<file path="src/rtl/sync_debounce.sv">
// rtl/sync_debounce.sv - two-flop synchronizer plus stability-counter debouncer
// Optional rise/fall edge pulse registers are enabled by SYNC_DEBOUNCE_EDGE_EN.
module sync_debounce #(
    parameter int STABLE_CYCLES = 4
) (
    input  logic clk,
    input  logic clr,
    input  logic din,
    output logic q,
    output logic rise,
    output logic fall,
    output logic busy
);

    localparam int CNT_W = (STABLE_CYCLES > 1) ? $clog2(STABLE_CYCLES) : 1;
    localparam logic [CNT_W-1:0] CNT_MAX = CNT_W'(STABLE_CYCLES - 1);

    logic             s1_q;
    logic             s2_q;
    logic             q_q;
    logic             q_d;
    logic [CNT_W-1:0] cnt_q;
    logic [CNT_W-1:0] cnt_d;
    logic             busy_q;

    // Any return of s2 to q, or a completed qualification, clears the counter.
    always_comb begin
        q_d   = q_q;
        cnt_d = '0;
        if (s2_q != q_q) begin
            if (cnt_q == CNT_MAX) begin
                q_d = s2_q;
            end else begin
                cnt_d = cnt_q + 1'b1;
            end
        end
    end

    always_ff @(posedge clk or negedge clr) begin
        if (!clr) begin
            s1_q   <= 1'b0;
            s2_q   <= 1'b0;
            q_q    <= 1'b0;
            cnt_q  <= '0;
            busy_q <= 1'b0;
        end else begin
            s1_q   <= din;
            s2_q   <= s1_q;
            q_q    <= q_d;
            cnt_q  <= cnt_d;
            busy_q <= (cnt_d != '0);
        end
    end

    assign q    = q_q;
    assign busy = busy_q;

`ifdef SYNC_DEBOUNCE_EDGE_EN
    logic rise_q;
    logic fall_q;

    // Pulses are computed from the next q so they line up with the q update.
    always_ff @(posedge clk or negedge clr) begin
        if (!clr) begin
            rise_q <= 1'b0;
            fall_q <= 1'b0;
        end else begin
            rise_q <= q_d & ~q_q;
            fall_q <= ~q_d & q_q;
        end
    end

    assign rise = rise_q;
    assign fall = fall_q;
`else
    assign rise = 1'b0;
    assign fall = 1'b0;
`endif

endmodule

</file>
<file path="config.mk">
export PLATFORM = sky130hd
export DESIGN_NAME = sync_debounce
export DESIGN_NICKNAME = d
export VERILOG_FILES = /design/src/rtl/sync_debounce.sv
export SDC_FILE = /design/constraint.sdc
export NUM_CORES = 1
export LEC_CHECK = 0
export CAP_MARGIN = 20
export CELL_PAD_IN_SITES_DETAIL_PLACEMENT = 0
export CELL_PAD_IN_SITES_GLOBAL_PLACEMENT = 1
export CORE_AREA = 2 2 39 41
export CTS_BUF_LIST = sky130_fd_sc_hd__clkbuf_2 sky130_fd_sc_hd__clkbuf_4 sky130_fd_sc_hd__clkbuf_8
export CTS_CLUSTER_DIAMETER = 80
export DETAILED_ROUTE_END_ITERATION = 16
export DIE_AREA = 0 0 41 43
export MAX_ROUTING_LAYER = met4
export PLACE_DENSITY = 0.41
export SETUP_SLACK_MARGIN = 0.1
export SYNTH_ARGS = -nofsm -noshare
export SYNTH_HDL_FRONTEND = slang
export SYNTH_SLANG_ARGS = --single-unit
</file>
<file path="constraint.sdc">
create_clock -name clk -period 3 [get_ports clk]
set_clock_uncertainty 0.15 [all_clocks]
set_input_delay 0.6 -clock clk [delete_from_list [all_inputs] [get_ports clk]]
set_output_delay 0.6 -clock clk [all_outputs]
set_load 0.02 [all_outputs]
</file>
* After elaboration in Yosys (flattened, before gate mapping)
Cells that the tools add are included.
Storage, ports and cells: logic and storage cells 12, input bits 3, bits in registers 6
Cells by class: reductions and logical operators 2, equality and inequality tests 2, mux-type cells 2, $add $sub $neg 1
Operators by type and width (count):
- $mux 2 | 2
- $add 2x1->2 const B | 1
- $eq 2x2->1 const B | 1
- $reduce_and 2->1 | 1
- $reduce_bool 2->1 | 1
- $ne 1x1->1 | 1

* Longest topological paths before layout
depth in word-level cells 4, gate-level depth with buffers 3, gate-level depth less buffers 3

* Least setup slack after synthesis
No wires, ideal clock.
path type reg-to-output, from reg q_q, in the netlist q, to out q, buffers on the path 0, data required time 2.250 ns, path slack 1.805 ns, arrival time 0.445 ns, cell stages (with the launch flop) 1, cells stage by stage dfrtp_1
RTL lines:
- start: declaration | line 20 | logic q_q;
- start signal: assignment | line 49 | q_q <= q_d;
- end: declaration | line 9 | output logic q,
No word-level cell between the ends.

* Worst setup path after layout
from reg q_q, in the netlist q, to out q
No word-level cell between the ends.

==> results.py <==
metrics = {
    "power_and_ir_drop": {
        "p_per_area_mw_per_mm2": 979.9,
        "vdd_drop_max_v": 0.0001935,
        "power.leakage_nw": 0.1363,
    },
    "global_route": {
        "grt_usage_pct": 5.711,
        "grt_pass1_vias": 141,
        "grt_max_degree": 7,
        "grt_pass1_wl_um": 510,
        "antenna_found_initial": 0,
        "grt_remaining_overflow": 0,
    },
    "placement": {
        "place_congestion": 0.5698,
        "dpl.hpwl_um": 266.2,
        "numPortBuffers": 4,
    },
    "clocking": {
        "clkSlewWorstSetupHoldPaths_ns": 0.04,
        "cts_buffer_depth": 2,
        "cts_buffers": 3,
        "cts-root-buf": "clkbuf_4",
        "cts_tree": "done",
        "cts.sinks": 6,
        "cts_setup_buffers": 0,
        "ctsHoldBuffers": 0,
        "htree_levels": 1,
        "cts_resized": 0,
        "clock_latency_ns": 0.24,
    },
    "critical_path": {
        "reg2reg_slack_ns": 1.79,
        "slowest_stage": "clkdlybuf4s50_1",
        "path_delay_family": "buffers and inverters",
        "critPathKind": "register to output pin",
        "endpoint": "q",
        "cp_data_required_time_ns": 2.25,
        "r2r-start": "cnt_q[0]",
        "critPathArrivalTime_ns": 1.22,
        "path_max_fanout": 3,
        "cp_cell_sequence": "clkdlybuf4s50_1",
        "slowest_delay_ns": 0.62,
        "rr_endpoint": "q",
        "critical_path_buf_inv_count": 1,
        "reg2regPathDepth": 2,
        "startpoint": "q",
        "cp_num_cells": 1,
        "critPathCaptureType": "output pin",
        "start_kind": "register",
    },
    "layout": {
        "final_common_cell": "dfrtp_1",
        "diodes": 0,
        "layout.nets": 28,
        "fill_cells": 150,
        "drive_gt1_share_pct": 13.64,
        "area_growth_pct": 31.67,
        "mostFrequentLayoutCells": "dfrtp_1, clkdlybuf4s50_1, clkbuf_4",
        "fin_util_pct": 21.43,
    },
    "floorplan": {
        "rows": 14,
        "fp.dieW_um": 41,
        "dieArea_mm2": 0.001763,
        "dieHeight_um": 43,
        "core_mm2": 0.001384,
        "start_util_pct": 16.27,
        "io_pins": 7,
    },
    "route": {
        "drt_first_pass_iters": 1,
        "detail_route.wirelength_um": 325,
        "ant_nets": 0,
        "drt_iter0_markers": 0,
        "drc": 0,
        "vias": 119,
        "viasPerCell": 3.132,
        "wl_per_cell_um": 8.553,
    },
    "synthesis": {
        "synthMuxAreaShare_pct": 5.000,
        "synth_xor_xnor_area_share_pct": 3.889,
        "synth-simple-area-share_pct": 7.222,
        "synthAdderAreaFrac_pct": 5.556,
        "synth_cells": 16,
        "synth-seq-cells": 6,
        "seq_area_frac_synth_pct": 66.67,
        "synthTopCellsByArea": "dfrtp_1, buf_4, and2_1",
        "synth_area_leader_cell": "dfrtp_1",
        "synth.distinct_cells": 9,
        "synth_compound_area_share_pct": 3.333,
        "ys_warn_count": 0,
        "syn_area_um2": 225.2,
        "syn_avg_cell_area_um2": 14.08,
        "synth_top_area_share_pct": 66.67,
        "synth_top_family_by_area": "simple AND/OR/NAND/NOR gates",
    },
    "timing": {
        "finalSetupViolCount": 0,
        "fin_tns_setup_ns": 0,
        "whs_ns": 0.2053,
        "rsz0062_at_grt": "false",
        "hold_viol_final": 0,
        "fin_crit_ns": 1.966,
        "drv_slew": 0,
        "period_share_pct": 65.54,
        "max_freq_ghz": 0.5086,
    },
    "outcome": {
        "status": "complete, no violations",
    },
    "job": {
        "cap_violations": 0,
    },
    "min_path": {
        "hold_path_class": "register to register",
    },
}
[how the worst min path moves through the flow]
| stage | from | endpoint | slack [ns] | cells past startpoint |
|---|---|---|---|---|
| after global routing | s1_q | s2_q | 0.22 | 0 |
| after detailed placement | s1_q | s2_q | 0.20 | 0 |
| after floorplan | clr | busy | 0.15 | 0 |
| after global placement | s1_q | s2_q | 0.19 | 0 |
| after CTS | s1_q | s2_q | 0.21 | 0 |
| final | s1_q | s2_q | 0.21 | 0 |
[state kept, by name (all words and copies together), names as in the netlist]
register	count
cnt_q	2
busy	1
q	1
s1_q	1
s2_q	1
[synth_stat cells]
| master | n |
|---|---|
| xor2_1 | 1 |
| nor2_1 | 1 |
| buf_4 | 2 |
| dfrtp_1 | 6 |
| and2_1 | 2 |
| conb_1 | 1 |
| o21a_1 | 1 |
| ha_1 | 1 |
| mux2_1 | 1 |
[power by group]
group          switching (mW)  leakage (nW)  internal [mW]
sequential             0.0130        0.0732          0.107
combinational          0.0475        0.0493         0.0514
clock                  0.0262        0.0138         0.0450
[routing by layer]
metal | track usage (%) | up-vias | part of all wire, % | wire (µm)
li1 | - | 58 | - | -
met1 | 3.311 | 58 | 34 | 111
met2 | 6.563 | 3 | 60 | 195
met3 | 4.712 | 0 | 5.5 | 18
met4 | 10.00 | 0 | 0 | 0
met5 | - | - | 0 | 0
[final cells by class]
class	instances	area (µm²)	area share, %
sequential	6	150.1	50.63
tap	16	20.02	6.751
timing repair buffer	4	40.04	13.50
multi-input combinational	9	63.81	21.52
clock buffer	3	22.52	7.595
[per-stage QoR]
| stage | power (mW) | worst slack, ns | cells | cell area, µm² |
|---|---|---|---|---|
| 4_1_cts | 0.2991 | 1.010 | 38 | 296.5 |
| 5_1_grt | 0.3119 | 0.9805 | 38 | 296.5 |
| 3_5_place_dp | 0.2243 | 1.276 | 35 | 274.0 |
| 2_1_floorplan | 0.1818 | 1.805 | 17 | 229.0 |
| 3_3_place_gp | 0.2199 | 1.290 | 35 | 274.0 |
| 6_report | 0.2906 | 1.034 | 38 | 296.5 |
[cells by family (layout without fill, tap and decap cells)]
family | after synthesis | count (layout)
xor gates and xnor gates | 1 | 1
and+or+nand+nor | 3 | 3
buffers and inverters | 2 | 7
muxes | 1 | 1
adders and majority gates | 1 | 1
DFF | 6 | 6
other | 1 | 2
AOI/OAI and AO/OA | 1 | 1
Note: power is estimated with default switching activity, not from simulation.
